==> src/rtl/rca_pipe.sv <==
// rca_pipe: pipelined ripple-carry adder/subtractor.
// The operands are cut into NSEG segments of SEG bits. Stage k adds segment k
// using the carry registered by stage k-1. Operand bits that are not yet
// consumed shrink by one segment per stage, and the finished low result bits
// grow by one segment per stage. Every stage moves only when the output
// register is empty or is being drained.
module rca_pipe #(
  parameter int WIDTH = 16,
  parameter int SEG   = 4
) (
  input  logic             clk,
  input  logic             rst_n,
  input  logic             in_valid,
  output logic             in_ready,
  input  logic [WIDTH-1:0] a,
  input  logic [WIDTH-1:0] b,
  input  logic             cin,
  input  logic             sub,
  output logic             out_valid,
  input  logic             out_ready,
  output logic [WIDTH-1:0] sum,
  output logic             cout,
  output logic             ovf
);

  localparam int NSEG = WIDTH / SEG;

  if (SEG < 1 || WIDTH % SEG != 0) begin : g_bad_cfg
    $error("rca_pipe: WIDTH must be a non-zero multiple of SEG");
  end

  // One SEG-bit ripple chain: returns {carry_out, sum_bits}.
  function automatic logic [SEG:0] seg_add(input logic [SEG-1:0] x,
                                           input logic [SEG-1:0] y,
                                           input logic           ci);
    logic           c;
    logic [SEG-1:0] s;
    c = ci;
    s = '0;
    for (int i = 0; i < SEG; i++) begin
      s[i] = x[i] ^ y[i] ^ c;
      c    = (x[i] & y[i]) | (c & (x[i] ^ y[i]));
    end
    return {c, s};
  endfunction

  logic             en;
  logic [WIDTH-1:0] b_eff;
  logic             c0;

  // Whole pipe advances unless a finished result is waiting on the consumer.
  always_comb begin
    en       = !out_valid || out_ready;
    in_ready = en;
  end

  // Subtraction is a + ~b + ~cin; fold the mode into operand B and carry-in.
  always_comb begin
    b_eff = sub ? ~b : b;
    c0    = sub ? ~cin : cin;
  end

  for (genvar k = 0; k < NSEG; k++) begin : g_stg
    localparam int RW = (k + 1) * SEG;     // result bits known after this stage
    localparam int IW = WIDTH - k * SEG;   // operand bits entering this stage

    logic [IW-1:0]  src_a, src_b;
    logic           src_c, src_v;
    logic [SEG:0]   add;
    logic [RW-1:0]  r_in;
    logic           v_d, v_q, c_d, c_q;
    logic [RW-1:0]  r_d, r_q;

    if (k == 0) begin : g_src
      assign src_a = a;
      assign src_b = b_eff;
      assign src_c = c0;
      assign src_v = in_valid;
      assign r_in  = add[SEG-1:0];
    end else begin : g_src
      assign src_a = g_stg[k-1].g_op.a_q;
      assign src_b = g_stg[k-1].g_op.b_q;
      assign src_c = g_stg[k-1].c_q;
      assign src_v = g_stg[k-1].v_q;
      assign r_in  = {add[SEG-1:0], g_stg[k-1].r_q};
    end

    assign add = seg_add(src_a[SEG-1:0], src_b[SEG-1:0], src_c);

    // Stage valid, carry and accumulated result load when the pipe moves.
    always_comb begin
      v_d = v_q;
      c_d = c_q;
      r_d = r_q;
      if (en) begin
        v_d = src_v;
        c_d = add[SEG];
        r_d = r_in;
      end
    end

    // Stage state register; reset discards anything in flight.
    always_ff @(posedge clk or negedge rst_n) begin
      if (!rst_n) begin
        v_q <= 1'b0;
        c_q <= 1'b0;
        r_q <= '0;
      end else begin
        v_q <= v_d;
        c_q <= c_d;
        r_q <= r_d;
      end
    end

    if (k < NSEG - 1) begin : g_op
      logic [IW-SEG-1:0] a_d, a_q, b_d, b_q;

      // Carry the not-yet-added operand bits forward, dropping this segment.
      always_comb begin
        a_d = a_q;
        b_d = b_q;
        if (en) begin
          a_d = src_a[IW-1:SEG];
          b_d = src_b[IW-1:SEG];
        end
      end

      // Remaining-operand register.
      always_ff @(posedge clk or negedge rst_n) begin
        if (!rst_n) begin
          a_q <= '0;
          b_q <= '0;
        end else begin
          a_q <= a_d;
          b_q <= b_d;
        end
      end
    end

    if (k == NSEG - 1) begin : g_ovf
      logic c_msb, ovf_d, ovf_q;

      // Carry into the MSB is recovered from the MSB sum bit and its inputs.
      always_comb begin
        c_msb = src_a[SEG-1] ^ src_b[SEG-1] ^ add[SEG-1];
        ovf_d = en ? (c_msb ^ add[SEG]) : ovf_q;
      end

      // Signed overflow flag, aligned with the final stage.
      always_ff @(posedge clk or negedge rst_n) begin
        if (!rst_n) ovf_q <= 1'b0;
        else        ovf_q <= ovf_d;
      end
    end
  end

  assign out_valid = g_stg[NSEG-1].v_q;
  assign sum       = g_stg[NSEG-1].r_q;
  assign cout      = g_stg[NSEG-1].c_q;
  assign ovf       = g_stg[NSEG-1].g_ovf.ovf_q;

endmodule
==> config.mk <==
export PLATFORM = sky130hd
export DESIGN_NAME = rca_pipe
export DESIGN_NICKNAME = d
export VERILOG_FILES = /design/src/rtl/rca_pipe.sv
export SDC_FILE = /design/constraint.sdc
export NUM_CORES = 1
export LEC_CHECK = 0
export ABC_AREA = 1
export CAP_MARGIN = 0
export CORE_MARGIN = 3
export CORE_UTILIZATION = 54
export CTS_CLUSTER_DIAMETER = 50
export DETAILED_ROUTE_END_ITERATION = 8
export PLACE_DENSITY = 0.84
export SLEW_MARGIN = 20
export SYNTH_ARGS = -nofsm -noshare
export SYNTH_HDL_FRONTEND = slang
export SYNTH_SLANG_ARGS = --single-unit
==> constraint.sdc <==
create_clock -name clk -period 2.88 [get_ports clk]
set_input_delay 0.288 -clock clk [delete_from_list [all_inputs] [get_ports clk]]
set_output_delay 0.288 -clock clk [all_outputs]
set_load 0.01 [all_outputs]
# == Yosys cells after proc, flatten, opt, wreduce, memory -nomap -nowiden ==
# Cells that the tools add are included.
# totals
reg_bits,97
latchBits,0
ram_bits,0
rom_bits,0
inputBits,38
output_inout_bits,20
elab_cells,107
memories,0
# op_classes
add_sub_neg,0
multipliers,0
div,0
n_lt_le_gt_ge,0
n_eq_ne,0
n_shift,0
n_mux,2
bitwise_logic,84
n_reduce_logical,2
# ops
cell,count
bitwise XOR 1 bit,34
AND 1 bit,32
two-way mux 16 bit,1
inverter 16 bit,1
OR 1 bit,16
logical NOT 1 bit,1
logical OR 1 bit,1
two-way mux 1 bit,1
inverter 1 bit,1

# == Logic depth before layout (Yosys ltp) ==
# Gate-level depths: netlist of the first run.
# depth
ltp_word,11
depth_mapped,12
depth_no_buf,12

# == Least setup slack after synthesis of the first run ==
# OpenSTA, ideal clock, no wires.
# synth_timing
path_kind,input to register
from,input sub
to,register g_stg[0].r_q[3]
t_arrival_ns,2.369
required_time_ns,2.749
path_slack_ns,0.381
cell_stages,11
path_cell_list,buf_4 -> buf_4 -> xor2_1 -> fa_1 -> inv_1 -> fa_1 -> fa_1 -> inv_1 -> fa_1 -> nand2_1 -> o21ai_0
# synth_between
elab_chain_len,9
elab_cells_between_ends,16
# synth_lines
item,line_no,text
start: declaration,18,"input logic sub,"
two-way mux 16 bit,59,b_eff = sub ? ~b : b;
bitwise XOR 1 bit,42,c = (x[i] & y[i]) | (c & (x[i] ^ y[i]));
AND 1 bit,42,
OR 1 bit,42,
AND 1 bit,42,
OR 1 bit,42,
AND 1 bit,42,
OR 1 bit,42,
bitwise XOR 1 bit (*),41,s[i] = x[i] ^ y[i] ^ c;
named net g_stg[0].add[3],69,logic [SEG:0] add;
end signal: assignment,111,r_q <= r_d;
end: declaration,72,"logic [RW-1:0] r_d, r_q;"
# The timed path passes the listed nets; every way through them passes the cells marked *.
# A chain may end at the register's enable or synchronous reset.

# == Worst setup path after layout of the first run ==
# Ends and elaborated chain as after synthesis.

==> results of run 1 <==
## worst paths after layout
path	start	endpoint	slack [ns]	cells after the start
worst max-delay path	sub	g_stg[0].r_q[3]	0.31	10
max in group asynchronous	rst_n	g_stg[0].g_op.a_q[6]	1.62	3
worst min register to register	g_stg[2].v_q	out_valid	0.46	2
worst min-delay path	g_stg[2].v_q	out_valid	0.46	2
worst max register to register	g_stg[2].c_q	ovf	0.53	11
min in group asynchronous	rst_n	g_stg[2].r_q[9]	0.52	2
## what timing repair did
action / CTS / global route
setup endpoints to repair: 0 / 0
gates resized for setup: 0 / 0
hold buffers: 1 / 0
endpoints found under the hold margin: 22 / 0
## registers in the layout, indices dropped and copies added, names as in the netlist
register and flops:
g_stg.r_q 24, g_stg.c_q 3, sum 16, g_stg.v_q 3, cout 1, g_stg.g_op.a_q 24
ovf 1, g_stg.g_op.b_q 24, out_valid 1
## through the flow
| step | cell area [sq um] | hold WS [ns] |
|---|---|---|
| floorplan | 4168 | -0.007591 |
| global placement | 4788 | 0.3805 |
| detailed placement | 4788 | 0.3812 |
| CTS | 5077 | 0.4544 |
| global route | 5077 | 0.4699 |
| finish | 5077 | 0.4636 |
## kinds of logic (layout without fill, tap and decap cells)
family | count (synthesis) | count (layout)
xor+xnor | 17 | 17
fa+ha+maj | 17 | 17
compound gates | 69 | 69
buf+inv | 71 | 128
flops | 97 | 97
simple gates | 161 | 161
## area by class of cell
class | count | area, sq um
repair buffers | 64 | 623.1
fillers | 576 | 2292
multi-input cells | 264 | 1440
clock buffers | 9 | 123.9
well taps | 99 | 123.9
clock inverters | 6 | 155.1
inverters | 49 | 183.9
flip-flops and latches | 97 | 2427
## critical path, stage by stage
cell and delay [ns]:
clkdlybuf4s50_1 0.58, xor2_1 0.23, fa_1 0.20, inv_1 0.05, fa_1 0.39, fa_1 0.37
inv_1 0.08, fa_1 0.42, nand2_1 0.07, o21ai_0 0.09
## power groups by stage
| stage | logic [mW] | registers, mW | clock network [mW] |
|---|---|---|---|
| floorplan | 1.13 | 2.28 | 0 |
| global placement | 1.69 | 2.26 | 0 |
| detailed placement | 1.78 | 2.29 | 0 |
| CTS | 1.83 | 2.27 | 1.21 |
| global route | 2.11 | 2.34 | 1.26 |
| finish | 1.78 | 2.26 | 1.19 |
## metal layers
layer | share of wire | GRT usage | vias to the layer above | routed length (um)
met3 | 0.039 | 0.04167 | 8 | 293
met5 | 0 | 0 | - | 0
li1 | - | - | 1410 | -
met2 | 0.50 | 0.3176 | 51 | 3744
met4 | 0.011 | 0.05776 | 0 | 82
met1 | 0.45 | 0.2570 | 1379 | 3385
## layout by cell type, fill, tap and decap left out
master,instances
a21oi_1,1
inv_2,1
inv_1,48
bufinv_16,5
fa_1,16
xor2_1,3
xnor2_1,14
dfrtp_1,97
nand3_1,1
nand2_1,156
nor2_4,1
ha_1,1
nor2_1,3
clkbuf_8,9
o21ai_0,67
clkinv_2,1
dlygate4sd3_1,1
buf_4,7
clkdlybuf4s50_1,56
o21ai_1,1
==> results.ini, run 1 <==
[detailed_routing]
drtPass1Iterations=4
routed_via_density=4.844
drtAntennaViolNets=0
wl_per_cell_um=12.77
drc_errors=0
vias=2848
wl_um=7506
drtIter0Drc=214

[sta]
finClkSkew_ns=0.009413
rsz0062_at_grt=no
slew_headroom=0.3938
slew_viol_final=0
hold_viol=0
fmax_mhz=389.0
worst_pin_slew_ns=0.9093
timing.final.crit_share=0.8925
setup_slack_ns=0.3096
fin_crit_ns=2.570
fin_tns_setup_ns=0
setup_viol=0

[power]
p_int_mw=3.491
total_power_mw=5.233
net-switching-power_mw=1.742
peakVddDrop_uv=795.8
swShare=0.3330
sequentialPowerShare=0.432
pwr_density_cell_nw_per_um2=1031
comb_power_share=0.340
power.leakage_nw=2.447
pwr-share-clk=0.227

[floorplan]
row_count=31
ioPinCount=58
die_h_um=93.85
die_x_um=93.85
start_util=0.5655
dieArea_sq_um=8808
coreArea_sq_um=7370

[worst_setup_path]
cp_max_fo=3
critPathLaunchType=primary input
critPathArrivalTime_ns=2.78
critPathKind=primary input to register
cp_data_required_time_ns=3.09
endpoint_kind=register

[placement]
routabilityCongestion=0.7170
place_hpwl_um=4837
pre_cts_ws_ns=-0.1018
portBuffers=57
placedCellCount=572

[cells_and_area]
drive_gt1_frac=0.04908
layout.nets=540
diodes=0
finalNonFillerCells=588
area_growth_pct=21.83
utilization=0.6890

[synth]
synth_compound_area_frac=0.08286
synth_edf_count=0
synth_xor_area_frac=0.03573
synth_cell_types=18
syn_area_per_cell_sq_um=9.648
synth.most_common_cell=nand2_1
synthAdderAreaFrac=0.07986
synth_top_flop_cell=dfrtp_1
syn_area_sq_um=4168
yosysWarnings=0
synth_top_area_cell=dfrtp_1
synth.area.mux_share=0
ys_seq_area_frac=0.5824
synth_nets=487
synth-simple-area-share=0.1471
synth-async-reset-ratio=1.000
synth_top_area_share=0.5824
ys_ff_latch=97
synth_top_family_by_area=simple AND/OR/NAND/NOR gates
synthesis.instances=432
synth_commonest_cells=156 x nand2_1, 97 x dfrtp_1, 67 x o21ai_0
ys_top_cells_by_area=dfrtp_1 58%, nand2_1 14%, o21ai_0 8.0%, fa_1 7.7%, inv_1 4.3%

[clocking]
h-tree-depth=3
cts_tree=yes
post-cts-setup-buffers=0
clock_path_buffers=2
cts.sinks=97
clk_latency_ns=0.35
clk_pin_slew_worst_paths_ns=0.09
cts-buffers-inserted=9
root_buffer=clkbuf_8

[hold_path]
hold_class=register to register

[global_routing]
grt_pass1_wl_um=13240
grt_max_degree=107
grtUsageTotal=0.1924
grt_pass1_vias=2907
antenna_found_initial=0
gr-total-overflow=0

[run_status]
status=finished, final reports clean

[run]
drv_cap=0

Power figures use the tool's default switching activity.
==> inputs of run 2 (changes only) <==
==> constraint.sdc (replaced) <==
create_clock -name clk -period 2.5 [get_ports clk]
set_input_delay 0.25 -clock clk [delete_from_list [all_inputs] [get_ports clk]]
set_output_delay 0.25 -clock clk [all_outputs]
set_load 0.01 [all_outputs]
==> results.ini, run 2 (synthesis results as in run 1) <==
[run_status]
status=finished, final reports clean

[cells_and_area]
final_cell_mix=156 x nand2_1, 97 x dfrtp_1, 67 x o21ai_0
seqCellArea_sq_um=2427
finalNonFillerCells=590
layout.nets=541
area_growth_pct=20.35
diodes=0
layout_commonest_cell=nand2_1
fill_cells=587
multi_input_area_sq_um=1450
drive_gt1_frac=0.05499
largestRegisters=g_stg.g_op.a_q (24), g_stg.g_op.b_q (24), g_stg.r_q (24)

[global_routing]
grt_max_degree=107
gr-total-overflow=0
antenna_found_initial=0
grtUsageTotal=0.1929
grt_pass1_wl_um=13140
grt_pass1_vias=2864

[power]
p_int_mw=3.654
net-switching-power_mw=2.014
peakVddDrop_uv=843.0
power.leakage_nw=2.411
comb_power_share=0.363
pwr_density_cell_nw_per_um2=1130
swShare=0.3553
total_power_mw=5.668
sequentialPowerShare=0.461
pwr-share-clk=0.177

[detailed_routing]
wl_per_cell_um=12.82
drtIter0Drc=161
drc_errors=0
drtAntennaViolNets=0
vias=2848
routed_via_density=4.827
drtPass1Iterations=4
wl_um=7563

[worst_setup_path]
critPathKind=primary input to register
r2r_start=g_stg[2].c_q
cp_data_required_time_ns=2.72
endpoint_kind=register
critPathLaunchType=primary input
reg2reg_to=ovf
cp_max_fo=1
critPathArrivalTime_ns=2.58
r2r_setup_slack_ns=0.17
rr_worst_depth=11

[placement]
portBuffers=57
placedCellCount=573
routabilityCongestion=0.7337
place_hpwl_um=5084

[sta]
hold_viol=0
slew_headroom=0.3901
fin_crit_ns=2.365
worst_pin_slew_ns=0.9149
setup_viol=0
slew_viol_final=0
timing.final.crit_share=0.9461
rsz0062_at_grt=no
finClkSkew_ns=0.007770
fin_tns_setup_ns=0
fmax_mhz=422.8

[hold_path]
hold_class=primary input to register
hold_depth=3
min_delay_worst_endpoint=g_stg[0].v_q
hold_start=in_valid

[clocking]
clk_latency_ns=0.36
cts.sinks=97
cts_tree=yes
clock_path_buffers=2
post-cts-setup-buffers=0
cts-buffers-inserted=9
h-tree-depth=3
root_buffer=clkbuf_8
clk_pin_slew_worst_paths_ns=0.09

[floorplan]
die_x_um=93.85
row_count=31
die_h_um=93.85
start_util=0.5655
coreArea_sq_um=7370
dieArea_sq_um=8808
ioPinCount=58

[run]
drv_cap=0

## run 2: power by group through the flow
stage	logic, mW	registers, mW	clock network, mW
after detailed placement	2.07	2.64	0
after CTS	2.09	2.62	1.03
final	2.06	2.61	1.00
after global placement	1.95	2.61	0
after floorplan	1.30	2.63	0
after global routing	2.42	2.70	1.08
## run 2: worst max-delay path by stage
stage                                     from              end  cells after the start
after global placement                     sub  g_stg[0].r_q[3]                     10
after detailed placement                   sub  g_stg[0].r_q[3]                     10
after floorplan                            sub  g_stg[0].r_q[3]                     11
final                                      cin  g_stg[0].r_q[3]                     10
after global routing      g_stg[2].g_op.a_q[0]              ovf                     11
after CTS                                  sub  g_stg[0].r_q[3]                     10
## run 2: final cells by class
class                      instances  share of cell area
tap                               99             0.02469
clock inverter                     4             0.01048
sequential                        97              0.4839
timing repair buffer              65              0.1262
clock buffer                      12             0.02893
inverter                          49             0.03667
multi-input combinational        264              0.2891
## run 2: what timing repair did
action | in CTS | in global routing
resized for setup | 0 | 4
hold endpoints to repair | 55 | 0
endpoints found under the setup margin | 0 | 2
hold buffers | 1 | 0
## run 2: routing by layer
| metal | wire [um] | global-route usage | up-vias | share of wire |
|---|---|---|---|---|
| li1 | - | - | 1415 | - |
| met1 | 3539 | 0.2674 | 1377 | 0.47 |
| met2 | 3699 | 0.3004 | 47 | 0.49 |
| met3 | 244 | 0.04407 | 9 | 0.032 |
| met4 | 80 | 0.06980 | 0 | 0.011 |
| met5 | 0 | 0 | - | 0 |
## run 2: worst max-delay path: stages
cell	delay (ns)
clkdlybuf4s50_1	0.48
xor2_1	0.22
fa_1	0.21
inv_1	0.05
fa_1	0.37
fa_1	0.36
inv_1	0.08
fa_1	0.41
nand2_1	0.08
o21ai_0	0.08
## run 2: through the flow
step / utilization / hold WS (ns) / instance area, sq um / setup slack, ns
2_1_floorplan: - / -0.04559 / 4168 / 0.03870
3_3_place_gp: 0.6508 / 0.3481 / 4796 / -0.3270
3_5_place_dp: 0.6508 / 0.3521 / 4796 / -0.3734
4_1_cts: 0.6789 / 0.4188 / 5004 / 0.01965
5_1_grt: 0.6806 / 0.4317 / 5016 / 0.006577
6_report: 0.6806 / 0.4250 / 5016 / 0.1348
==> inputs of run 3 (changes only) <==
--- a/config.mk
+++ b/config.mk
@@ -5,7 +5,7 @@
 export SDC_FILE = /design/constraint.sdc
 export NUM_CORES = 1
 export LEC_CHECK = 0
-export ABC_AREA = 1
+export ABC_CLOCK_PERIOD_IN_PS = 2500
 export CAP_MARGIN = 0
 export CORE_MARGIN = 3
 export CORE_UTILIZATION = 54
==> results.ini, run 3 <==
[power]
pwr_density_cell_nw_per_um2=1155
power.leakage_nw=2.225
peakVddDrop_uv=479.1

[placement]
place_hpwl_um=4654
portBuffers=57
routabilityCongestion=0.7177

[worst_setup_path]
r2r_start=g_stg[2].c_q
worst_path_largest_cell_delay_ns=0.44
critPathLaunchType=register
r2r_setup_slack_ns=0.01
worst_path_most_repeated_cell=fa_2
path_cells=inv_2 -> fa_2 -> inv_2 -> fa_2 -> fa_2 -> inv_2 -> fa_2 -> xor3_1 -> mux2_4
cp.buffers_inverters=3
crit_slowest_cell=fa_2
cp_num_cells=9
reg2reg_to=ovf
crit_end=ovf
cp_top_family=adder cells
rr_worst_depth=9
critPathArrivalTime_ns=2.73
cp_data_required_time_ns=2.74
endpoint_kind=register
critPathKind=register to register
cp_max_fo=2
startpoint=g_stg[2].c_q

[detailed_routing]
vias=2252
wl_met1_um=3006
topRoutingLayerUsed=met4
drtPass1Iterations=3
routed_via_density=5.072
drtAntennaViolNets=0
drc_errors=0
wl_met3_um=230
wl_um=6689
drtIter0Drc=89
wl_met2_um=3342
wl_per_cell_um=15.07

[run_status]
status=finished, violations left
failed_checks=negative hold slack

[hold_path]
hold_class=primary input to asynchronous set/reset pin

[clocking]
cts_tree=yes
root_buffer=clkbuf_8
clock_path_buffers=2
cts.sinks=97
cts-buffers-inserted=9
clk_pin_slew_worst_paths_ns=0.09
h-tree-depth=3
clk_latency_ns=0.35

[synth]
ys_ff_latch=97
syn_area_per_cell_sq_um=15.18
synthesis.instances=280
synth_nets=335
synth_top_area_cell=dfrtp_1
synth_top_flop_cell=dfrtp_1
syn_area_sq_um=4252
synth_edf_count=0
synth-async-reset-ratio=1.000
yosysWarnings=0
ys_top_cells_by_area=dfrtp_1 57%, mux2_2 21%, fa_1 7.5%, xor2_1 2.7%, inv_1 2.2%
synth.most_common_cell=dfrtp_1
synth_top_area_share=0.5709
ys_seq_area_frac=0.5709
synth_cell_types=18
synth_commonest_cells=97 x dfrtp_1, 79 x mux2_2, 25 x inv_1

[floorplan]
dieArea_sq_um=8974
row_count=31
coreArea_sq_um=7447
die_h_um=94.73
die_x_um=94.73
ioPinCount=58
start_util=0.5709

[global_routing]
grt_pass1_wl_um=11660
grtUsageTotal=0.1721
gr-total-overflow=0
grt_max_degree=74
antenna_found_initial=0
grt_pass1_vias=2364

[sta]
finClkSkew_ns=0.008397
timing.final.crit_share=0.9942
fin_crit_ns=2.485
slew_headroom=0.4138
fin_tns_setup_ns=0
whs_ns=-0.0009618
rsz0062_at_grt=yes
slew_viol_final=0
hold_viol=1
setup_viol=0
worst_pin_slew_ns=0.8793
fmax_mhz=402.4

[cells_and_area]
layout.nets=397
drive_gt1_frac=0.3420
utilization=0.6853
layout_commonest_cell=dfrtp_1
diodes=0
area_growth_pct=20.04
largestRegisters=g_stg.g_op.a_q (24), g_stg.g_op.b_q (24), g_stg.r_q (24)
final_cell_mix=97 x dfrtp_1, 78 x mux2_2, 55 x clkdlybuf4s50_1

[run]
drv_cap=0

run 3: worst reg2reg max path, cell delays in order, from the launching register on:
cell and delay, ns:
dfrtp_1 0.38, inv_2 0.07, fa_2 0.20, inv_2 0.04, fa_2 0.36, fa_2 0.38
inv_2 0.07, fa_2 0.44, xor3_1 0.19, mux2_4 0.26
run 3: how the worst min path moves through the flow:
stage	to	slack, ns
3_5_place_dp	sum[6]	0.44
4_1_cts	sum[12]	0.04
6_report	sum[6]	-0.001
2_1_floorplan	cout	-0.05
5_1_grt	sum[6]	0.1
3_3_place_gp	sum[6]	0.43
run 3: cell type report:
class	count	area, sq um
well taps	99	123.9
clock buffers	11	151.4
inverters	25	93.84
fillers	543	2344
repair buffers	66	638.1
multi-input cells	143	1652
clock inverters	3	17.52
flip-flops and latches	97	2427
run 3: logic make-up after synthesis:
family / Yosys count / share of synthesized area
AOI/OAI and AO/OA: 10 / 0.01177
xor gates and xnor gates: 18 / 0.04061
adders and majority gates: 17 / 0.07828
buffers and inverters: 40 / 0.04562
DFF: 97 / 0.5709
muxes: 86 / 0.2304
and+or+nand+nor: 12 / 0.02237
run 3: layer usage:
| metal | vias to the layer above | global-route usage |
|---|---|---|
| met5 | - | 0 |
| met4 | 0 | 0.07212 |
| met3 | 10 | 0.03426 |
| met2 | 39 | 0.2672 |
| met1 | 1157 | 0.2386 |
| li1 | 1046 | - |
run 3: repair_timing:
action                                  4_1_cts  5_1_grt
endpoints found under the setup margin        2        2
gates cloned                                  0        0
gates resized for setup                       6        6
pin swaps                                     1        3
buffers inserted                              1        0
hold buffers                                  0        0
run 3: metrics by stage:
| stage | std cells | setup slack, ns | hold WS, ns | power, mW | instance area [sq um] |
|---|---|---|---|---|---|
| after detailed placement | 429 | -0.4687 | 0.4356 | 4.997 | 4903 |
| after CTS | 444 | -0.01969 | 0.03964 | 5.939 | 5090 |
| final | 444 | 0.01461 | -0.0009618 | 5.895 | 5104 |
| after floorplan | 280 | -0.03939 | -0.04559 | 4.239 | 4258 |
| after global routing | 444 | -0.07589 | 0.09693 | 6.375 | 5104 |
| after global placement | 429 | -0.4388 | 0.4304 | 4.880 | 4903 |
run 3: where the power goes:
group | switching (mW) | internal, mW | total (mW)
clock network | 0.491 | 0.402 | 0.893
registers | 0.399 | 2.28 | 2.68
logic | 0.870 | 1.45 | 2.32
total | 1.76 | 4.14 | 5.89
